File: src/rtl/hub75_scan_ctrl.sv
// HUB75 scan scheduler: walks row x bit-plane, kicks the shifter, then blanks,
// latches and runs a binary-weighted OE on-time that overlaps the next shift.
//   state   | meaning
//   S_IDLE  | stopped; the last on-time may still be counting out
//   S_KICK  | one-cycle start pulse to the shifter
//   S_WAIT  | wait for shift done and on-timer expiry
//   S_BLANK | OE off, address settling
//   S_LATCH | LAT pulse
//   S_SWAP  | load on-timer, advance the (row,bit) pointer
module hub75_scan_ctrl #(
    parameter int ROWS      = 32,
    parameter int BITS      = 8,
    parameter int BASE_OE   = 16,
    parameter int BLANK_CYC = 2,
    parameter int TIMER_W   = 16
) (
    input  logic       i_sys_clk,
    input  logic       i_rst,
    input  logic       i_enable,
    input  logic       i_fs_busy,
    output logic       o_fs_start,
    output logic [2:0] o_fs_bit_cnt,
    output logic [5:0] o_fs_row_cnt,
    output logic [5:0] o_addr,
    output logic       o_lat,
    output logic       o_oe_n,
    output logic       o_frame_done
);

    localparam int BLANK_W = $clog2(BLANK_CYC + 1);

    typedef enum logic [2:0] {
        S_IDLE,
        S_KICK,
        S_WAIT,
        S_BLANK,
        S_LATCH,
        S_SWAP
    } state_t;

    state_t               r_state;
    state_t               w_state_nxt;
    logic [TIMER_W-1:0]   r_timer;
    logic [TIMER_W-1:0]   w_timer_nxt;
    logic [5:0]           r_ptr_row;
    logic [2:0]           r_ptr_bit;
    logic [5:0]           w_ptr_row_nxt;
    logic [2:0]           w_ptr_bit_nxt;
    logic                 r_wait_first;
    logic [BLANK_W-1:0]   r_blank_cnt;
    logic                 r_fs_start;
    logic [2:0]           r_fs_bit_cnt;
    logic [5:0]           r_fs_row_cnt;
    logic [5:0]           r_addr;
    logic                 r_lat;
    logic                 r_oe_n;
    logic                 r_frame_done;
    logic                 w_last_bit;
    logic                 w_last_row;
    logic                 w_wrap;
    logic                 w_timer_zero;

    assign w_last_bit   = (r_ptr_bit == 3'(BITS - 1));
    assign w_last_row   = (r_ptr_row == 6'(ROWS - 1));
    assign w_wrap       = w_last_bit && w_last_row;
    assign w_timer_zero = (r_timer == '0);

    always_comb begin
        w_state_nxt = r_state;
        case (r_state)
            S_IDLE:  if (i_enable) w_state_nxt = S_KICK;
            S_KICK:  w_state_nxt = S_WAIT;
            S_WAIT: begin
                // Busy from the shifter lags the start pulse by a cycle
                if (!r_wait_first && !i_fs_busy && w_timer_zero)
                    w_state_nxt = S_BLANK;
            end
            S_BLANK: if (r_blank_cnt == '0) w_state_nxt = S_LATCH;
            S_LATCH: w_state_nxt = S_SWAP;
            S_SWAP: begin
                if (w_wrap && !i_enable) w_state_nxt = S_IDLE;
                else                     w_state_nxt = S_KICK;
            end
            default: w_state_nxt = S_IDLE;
        endcase
    end

    always_comb begin
        w_timer_nxt = r_timer;
        if (r_state == S_SWAP)
            w_timer_nxt = TIMER_W'(BASE_OE) << r_fs_bit_cnt;
        else if (!w_timer_zero)
            w_timer_nxt = r_timer - TIMER_W'(1);
    end

    always_comb begin
        w_ptr_row_nxt = r_ptr_row;
        w_ptr_bit_nxt = r_ptr_bit;
        if (r_state == S_SWAP) begin
            if (w_last_bit) begin
                w_ptr_bit_nxt = 3'd0;
                w_ptr_row_nxt = w_last_row ? 6'd0 : r_ptr_row + 6'd1;
            end else begin
                w_ptr_bit_nxt = r_ptr_bit + 3'd1;
            end
        end
    end

    always_ff @(posedge i_sys_clk) begin
        if (i_rst) begin
            r_state      <= S_IDLE;
            r_timer      <= '0;
            r_ptr_row    <= 6'd0;
            r_ptr_bit    <= 3'd0;
            r_wait_first <= 1'b0;
            r_blank_cnt  <= '0;
            r_fs_start   <= 1'b0;
            r_fs_bit_cnt <= 3'd0;
            r_fs_row_cnt <= 6'd0;
            r_addr       <= 6'd0;
            r_lat        <= 1'b0;
            r_oe_n       <= 1'b1;
            r_frame_done <= 1'b0;
        end else begin
            r_state      <= w_state_nxt;
            r_timer      <= w_timer_nxt;
            r_ptr_row    <= w_ptr_row_nxt;
            r_ptr_bit    <= w_ptr_bit_nxt;
            r_wait_first <= (r_state == S_KICK);

            if (w_state_nxt == S_BLANK && r_state != S_BLANK)
                r_blank_cnt <= BLANK_W'(BLANK_CYC - 1);
            else if (r_state == S_BLANK && r_blank_cnt != '0)
                r_blank_cnt <= r_blank_cnt - BLANK_W'(1);

            // Shifter plane/row stay put until the next kick
            r_fs_start <= (w_state_nxt == S_KICK);
            if (w_state_nxt == S_KICK) begin
                r_fs_row_cnt <= w_ptr_row_nxt;
                r_fs_bit_cnt <= w_ptr_bit_nxt;
            end

            if (r_state == S_WAIT && w_state_nxt == S_BLANK)
                r_addr <= r_fs_row_cnt;

            r_lat        <= (w_state_nxt == S_LATCH);
            r_oe_n       <= (w_timer_nxt == '0) || (w_state_nxt == S_BLANK) ||
                            (w_state_nxt == S_LATCH);
            r_frame_done <= (w_state_nxt == S_SWAP) && w_wrap;
        end
    end

    assign o_fs_start   = r_fs_start;
    assign o_fs_bit_cnt = r_fs_bit_cnt;
    assign o_fs_row_cnt = r_fs_row_cnt;
    assign o_addr       = r_addr;
    assign o_lat        = r_lat;
    assign o_oe_n       = r_oe_n;
    assign o_frame_done = r_frame_done;

endmodule

File: config.mk
export PLATFORM = sky130hd
export DESIGN_NAME = hub75_scan_ctrl
export DESIGN_NICKNAME = d
export VERILOG_FILES = /design/src/rtl/hub75_scan_ctrl.sv
export SDC_FILE = /design/constraint.sdc
export NUM_CORES = 1
export LEC_CHECK = 0
export CAP_MARGIN = 5
export CORE_MARGIN = 8
export CORE_UTILIZATION = 55
export DETAILED_ROUTE_END_ITERATION = 6
export PLACE_DENSITY = 0.85
export REMOVE_ABC_BUFFERS = 1
export SLEW_MARGIN = 30
export SYNTH_ARGS = -nofsm -noshare
export SYNTH_HDL_FRONTEND = slang
export SYNTH_SLANG_ARGS = --single-unit
export TNS_END_PERCENT = 5
File: constraint.sdc
create_clock -name i_sys_clk -period 5.1 [get_ports i_sys_clk]
set_clock_uncertainty 0.15 [all_clocks]
set_input_delay 1.53 -clock i_sys_clk [delete_from_list [all_inputs] [get_ports i_sys_clk]]
set_output_delay 1.53 -clock i_sys_clk [all_outputs]
set_load 0.02 [all_outputs]
**Word level (Yosys, flattened, before mapping)**

Cells that the tools add are included.

- Flip-flop bits (word level): 50
- Output and inout port bits: 19

- Add/sub/neg operators: 4
- Equal/unequal tests: 12
- Shifts and indexed selects: 1
- Muxes and demuxes: 14
- Reductions and logical operators: 20

Operators by type and width:

| operator | number |
|---|---|
| $logic_not 16->1 | 2 |
| $mux 16 | 2 |
| $mux 6 | 3 |
| $pmux 3 s6 | 1 |
| $shl 5x3->16 const A | 1 |
| $sub 16x1->16 const B | 1 |
| $eq 3x3->1 const B | 5 |
| $mux 3 | 5 |
| $eq 3x2->1 const B | 3 |
| $logic_and 1x1->1 | 8 |
| $add 6x1->6 const B | 1 |
| $eq 3x1->1 const B | 2 |
| $eq 6x5->1 const B | 1 |
| $reduce_bool 2->1 | 2 |
| $add 3x1->3 const B | 1 |
| $logic_not 1->1 | 3 |
| $logic_not 3->1 | 1 |
| $mux 1 | 3 |
| $ne 3x2->1 const B | 1 |
| $logic_not 2->1 | 1 |
| $logic_or 1x1->1 | 2 |
| $reduce_or 2->1 | 1 |
| $sub 2x1->2 const B | 1 |

**Longest topological paths before layout**

Gate-level depths: netlist of run 1.

- Depth after elaboration: 8
- Mapped depth: 10
- Depth with buffers taken out: 8

**Least setup slack after synthesis of run 1**

No wires, ideal clock.

- Kind: in2reg
- Start point: input i_fs_busy
- End point: register r_fs_bit_cnt[2], in the netlist o_fs_bit_cnt[2]
- Arrival: 2.842 ns
- Required time: 4.871 ns
- Path slack: 2.028 ns
- Stages on the path: 8
- Path buffers: 2
- Cells stage by stage: nor3_1 > nand3_1 > or3_1 > buf_6 > a21oi_4 > buf_6 > nor2_2 > a211oi_2

- Longest elaborated chain between the ends: 6

RTL lines:

| what | RTL line | RTL |
|---|---|---|
| start, declared | 20 | `input logic i_fs_busy,` |
| $logic_not 1->1 | 75 | `if (!r_wait_first && !i_fs_busy && w_timer_zero)` |
| $logic_and 1x1->1 (2 in a row) | 75 |  |
| $mux 3 | 75 |  |
| $pmux 3 s6 | 70 | `case (r_state)` |
| $eq 3x1->1 | 138 | `if (w_state_nxt == S_KICK) begin` |
| end signal, assigned | 140 | `r_fs_bit_cnt <= w_ptr_bit_nxt;` |
| end, declared | 52 | `logic [2:0] r_fs_bit_cnt;` |

Every way passes these cells.
A chain may end at the register's enable or synchronous reset.

**Final worst setup path of run 1**

- Start point: input i_fs_busy
- End point: register r_fs_row_cnt[3], in the netlist o_fs_row_cnt[3]

- Longest elaborated chain between the ends: 6

RTL lines:

| what | RTL line | RTL |
|---|---|---|
| $logic_not 1->1 | 75 |  |
| $logic_and 1x1->1 (2 in a row) | 75 |  |
| $mux 3 | 75 |  |
| $pmux 3 s6 | 70 |  |
| $eq 3x1->1 | 138 |  |
| end signal, assigned | 139 | `r_fs_row_cnt <= w_ptr_row_nxt;` |
| end, declared | 53 | `logic [5:0] r_fs_row_cnt;` |

Every way passes these cells.

==> results of run 1 <==
[layout by cell type (no fill, tap or decap), types with 5 or more instances in the layout]
cell,netlist,final
nor2_1,52,52
xnor2_1,9,9
o21ai_0,7,7
mux2i_1,12,12
inv_1,8,8
a21oi_1,12,12
nor3_1,10,10
clkbuf_8,0,5
nand3_1,10,10
a211oi_1,10,10
nand2_1,16,16
ha_1,6,6
nor4_1,5,5
clkdlybuf4s50_1,0,22
dfxtp_1,50,50
[state kept, by name, indices dropped and copies added, names as in the netlist]
signal        flops
r_timer          16
o_addr            6
o_fs_row_cnt      6
r_ptr_row         6
o_fs_bit_cnt      3
r_ptr_bit         3
r_state           3
r_blank_cnt       2
o_frame_done      1
o_fs_start        1
o_lat             1
o_oe_n            1
r_wait_first      1
[power by group]
group / switching, uW / internal, uW
Sequential: 98.4 / 457
Combinational: 389 / 292
Clock: 124 / 94.2
Total: 611 / 843
[cells by family (layout without fill, tap and decap cells)]
group                    Yosys count  in the layout  synth area share (%)
AO/OA/AOI/OAI                     51             51                 14.87
XOR/XNOR                          11             11                 3.909
adder cells (fa/ha/maj)            6              6                 3.046
buffers and inverters             26             39                 4.721
flip-flops                        50             50                 40.61
multiplexers                      12             12                 4.873
AND/OR/NAND/NOR                  132            132                 27.97
[metrics by stage]
stage / power, uW / util, % / setup slack, ps
2_1_floorplan: 1068 / - / 1895
3_3_place_gp: 1214 / 61.95 / 1303
3_5_place_dp: 1232 / 61.95 / 1213
4_1_cts: 1453 / 63.80 / 1546
5_1_grt: 1570 / 63.80 / 1332
6_report: 1454 / 63.80 / 1549
[final timing paths]
check,from,end,cells after the start
worst max-delay path,i_fs_busy,o_fs_row_cnt[3],7
worst min-delay path,r_blank_cnt[0],r_blank_cnt[0],1
worst max register to register,r_timer[0],o_fs_row_cnt[3],8
worst min register to register,r_blank_cnt[0],r_blank_cnt[0],1
[cell type report]
| class | instances | area share [%] |
|---|---|---|
| timing repair buffer | 24 | 8.526 |
| clock buffer | 6 | 2.630 |
| sequential | 50 | 36.28 |
| clock inverter | 1 | 0.2721 |
| tap | 52 | 2.358 |
| multi-input combinational | 212 | 48.84 |
| inverter | 8 | 1.088 |
[per-layer routing]
metal	up-vias	wire, um
li1	1048	-
met1	967	2299
met2	44	2476
met3	8	227
met4	0	92
met5	-	0
[worst reg2reg max path, delay by kind of cell, from the launching register on]
family                   cells  cell delay, ps
flip-flops                   1             380
adder cells (fa/ha/maj)      1             160
AO/OA/AOI/OAI                1             510
AND/OR/NAND/NOR              4            1330
buffers and inverters        1             110
multiplexers                 1             250
==> results.yml, run 1 <==
cells_and_area:
  layout.cells.non_filler: 353
  multiInputGateArea_um2: 1348
  final_area_um2: 2759
  regArea_um2: 1001
  drive_gt1_share_pct: 6.977
  nNetsFinal: 311
  area_growth_pct: 11.93
  antenna_cells: 0
  nFillCells: 370
yosys:
  synth_commonest_cells: "nor2_1 (52), dfxtp_1 (50), nand2_1 (16)"
  avgSynthCellArea_um2: 8.559
  synth-seq-cells: 50
  yosys_warnings: 0
  yosysSeqAreaShare_pct: 40.61
  synth_top_area_share_pct: 40.61
  ys_top_cells_by_area: "dfxtp_1 (41%), nor2_1 (7.9%), mux2i_1 (4.9%), xnor2_1 (3.2%), a211oi_1 (3.0%)"
  synth_edf_count: 0
  synthDistinctLibCells: 53
  synthArstFlopShare_pct: 0
  synth.most_common_cell: "nor2_1"
  synthCells: 288
  yosysTopAreaCell: "dfxtp_1"
  netlist_area_um2: 2465
  synth_ff_type: "dfxtp_1"
global_routing:
  grt_pass1_wl_um: 8935
  grt.busiest_layer: "met2"
  grt_overflow: 0
  grt.total_usage_pct: 15.02
  met3_usage_pct: 4.297
  grtUsageMet1_pct: 17.21
  first_global_vias: 2006
  grt_max_degree: 28
  antenna_found_initial: 0
  met2_usage_pct: 24.82
power_and_ir_drop:
  power_density_nw_per_um2: 527.1
  p_leak_uw: 0.001021
  irDropWorstVdd_mv: 0.2162
routing:
  drt_iter0_markers: 128
  vias_per_cell: 5.856
  routedWlPerCell_um: 14.43
  detail-route-antenna-nets: 0
  wl_um: 5094
  drt-pass1-iter-count: 4
  vias: 2067
  drc: 0
setup_path:
  worst_setup_path_start_kind: "input pin"
  worstPathArrival_ps: 3590
  cp.required_ps: 5140
  crit_fanout: 18
  r2r_setup_slack_ps: 2090
  endpoint_kind: "register"
  critPathTopFamily: "simple AND/OR/NAND/NOR gates"
  path_cells: "clkdlybuf4s50_1 -> nor3_1 -> nand3_1 -> or3_1 -> a21oi_4 -> mux2i_1 -> nor2_1"
  max_stage_delay_ps: 550
  slowest_stage: "or3_1"
  cp_num_buf_inv: 1
  path_class: "in -> reg"
timing:
  setup_tns_ps: 0
  setup_violations: 0
  hold_viol: 0
  tightestPinTransition_ps: 683.8
  whs_ps: 345.7
  maxSlewViolCount: 0
  rsz0062_at_grt: "false"
  fin_crit_ps: 3551
  timing.fmax_mhz: 281.6
  slew_headroom_pct: 53.79
  period_share_pct: 69.62
placement:
  place_area_um2: 2679
  dp.cells: 346
  dp_hpwl_um: 3641
  gp_congestion: 0.8986
  port_buffers: 22
floorplanning:
  core_area_um2: 4324
  start_util_pct: 57.00
  die_area_um2: 6880
  die_w_um: 82.95
  ioPinCount: 23
  rows: 24
  die_h_um: 82.95
clock_tree:
  cts_buffers: 5
  ctsHtreeMaxLevel: 2
  cts_buffer_depth: 2
  clk_pin_slew_ps: 80
  cts_setup_buffers: 0
  tritoncts: "done"
  cts_resized: 0
  clock_latency_ps: 300
  root_buffer: "clkbuf_8"
  clock-sinks: 50
  cts_hold_buf: 0
min_path:
  hold_class: "reg -> reg"
run_status:
  run_status: "complete, no violations"
job:
  drv_cap: 0
Note: power is estimated with default switching activity, not from simulation.
==> inputs of run 2 (changes only) <==
==> constraint.sdc (replaced) <==
create_clock -name i_sys_clk -period 3.3 [get_ports i_sys_clk]
set_clock_uncertainty 0.15 [all_clocks]
set_input_delay 0.99 -clock i_sys_clk [delete_from_list [all_inputs] [get_ports i_sys_clk]]
set_output_delay 0.99 -clock i_sys_clk [all_outputs]
set_load 0.02 [all_outputs]
==> results.yml, run 2 (synthesis gave the netlist of run 1 again) <==
clock_tree:
  cts_setup_buffers: 0
  tritoncts: "done"
  clock-sinks: 50
  cts_resized: 0
  clock_latency_ps: 300
  cts_buffer_depth: 2
  clk_pin_slew_ps: 80
  ctsHtreeMaxLevel: 2
  root_buffer: "clkbuf_8"
  cts_buffers: 5
  cts_hold_buf: 0
power_and_ir_drop:
  p_leak_uw: 0.001036
  p_total_uw: 2248
  power_density_nw_per_um2: 809.2
  irDropWorstVdd_mv: 0.3523
job:
  drv_cap: 0
floorplanning:
  core_area_um2: 4324
  ioPinCount: 23
  die_area_um2: 6880
  rows: 24
  die_h_um: 82.95
  start_util_pct: 57.00
  die_w_um: 82.95
cells_and_area:
  layout.cells.non_filler: 356
  nNetsFinal: 314
  utilization_pct: 64.24
  antenna_cells: 0
  final_common_cell: "nor2_1"
  top_register: "r_timer"
  area_growth_pct: 12.69
  nFillCells: 382
  drive_gt1_share_pct: 7.566
  final_area_um2: 2778
  final_cell_mix: "nor2_1 (52), dfxtp_1 (50), clkdlybuf4s50_1 (22)"
  largest_reg_flops: 16
timing:
  setup_tns_ps: 0
  tightestPinTransition_ps: 708.5
  period_share_pct: 83.87
  timing.fmax_mhz: 361.3
  setup_violations: 0
  rsz0062_at_grt: "false"
  fin_crit_ps: 2768
  slew_headroom_pct: 52.12
  maxSlewViolCount: 0
  hold_viol: 0
routing:
  vias: 2096
  vias_per_cell: 5.888
  wl_um: 5314
  drc: 0
  drt-pass1-iter-count: 4
  routedWlPerCell_um: 14.93
  drt_iter0_markers: 155
  detail-route-antenna-nets: 0
placement:
  dp.cells: 349
  place_area_um2: 2701
  gp_congestion: 0.8766
  port_buffers: 22
  dp_hpwl_um: 3806
setup_path:
  cp.required_ps: 3360
  endpoint_kind: "register"
  worstPathArrival_ps: 2830
  crit_fanout: 17
  path_class: "in -> reg"
  worst_setup_path_start_kind: "input pin"
global_routing:
  grt_max_degree: 18
  grt_overflow: 0
  antenna_found_initial: 0
  grt_pass1_wl_um: 9197
  grt.total_usage_pct: 15.40
  first_global_vias: 2003
min_path:
  hold_class: "reg -> reg"
run_status:
  run_status: "complete, no violations"
run 2: changes by cell type in the layout (fill, tap and decap cells not counted), sizes merged:
cell	delta
clkinvlp	-1
buf	+3
clkbuf	+1
run 2: worst paths after layout:
| path | from | to | slack, ps | depth (start not counted) |
|---|---|---|---|---|
| setup / recovery | i_fs_busy | o_fs_row_cnt[4] | 530 | 7 |
| hold / removal | r_blank_cnt[0] | r_blank_cnt[0] | 330 | 1 |
| setup reg to reg | r_timer[0] | o_oe_n | 610 | 8 |
| hold reg to reg | r_blank_cnt[0] | r_blank_cnt[0] | 330 | 1 |
run 2: cell type report:
class	instances	area (um^2)	share of cell area, %
clock buffer	7	76.32	2.748
inverter	8	30.03	1.081
multi-input combinational	212	1348	48.51
sequential	50	1001	36.04
tap	52	65.06	2.342
timing repair buffer	27	257.7	9.279
run 2: per-stage QoR:
stage	setup WS, ps	hold WS, ps
global placement	262.2	312.3
floorplan	635.1	282.4
CTS	550.1	334.1
finish	532.4	331.7
global route	335.3	353.2
detailed placement	234.7	318.6
run 2: routing by layer:
layer  share of wire [%]  track usage [%]  vias to the layer above
met1                  44            17.52                      999
met5                   0                0                        -
met2                  50            27.02                       34
li1                    -                -                     1054
met3                 4.1            3.809                        9
met4                 1.5            5.431                        0
run 2: where the power goes:
group / switching, uW / internal (uW) / total [uW] / leakage [uW]
Combinational: 598 / 454 / 1050 / 0.000590
Sequential: 153 / 707 / 859 / 0.000408
Clock: 189 / 146 / 336 / 0.0000383
Total: 940 / 1310 / 2250 / 0.00104
run 2: critical path, cell delays in order:
cell and delay, ps:
clkdlybuf4s50_1 400, nor3_1 180, nand3_1 110, or3_1 390, a21oi_4 440, nor2_1 90
a211oi_1 230
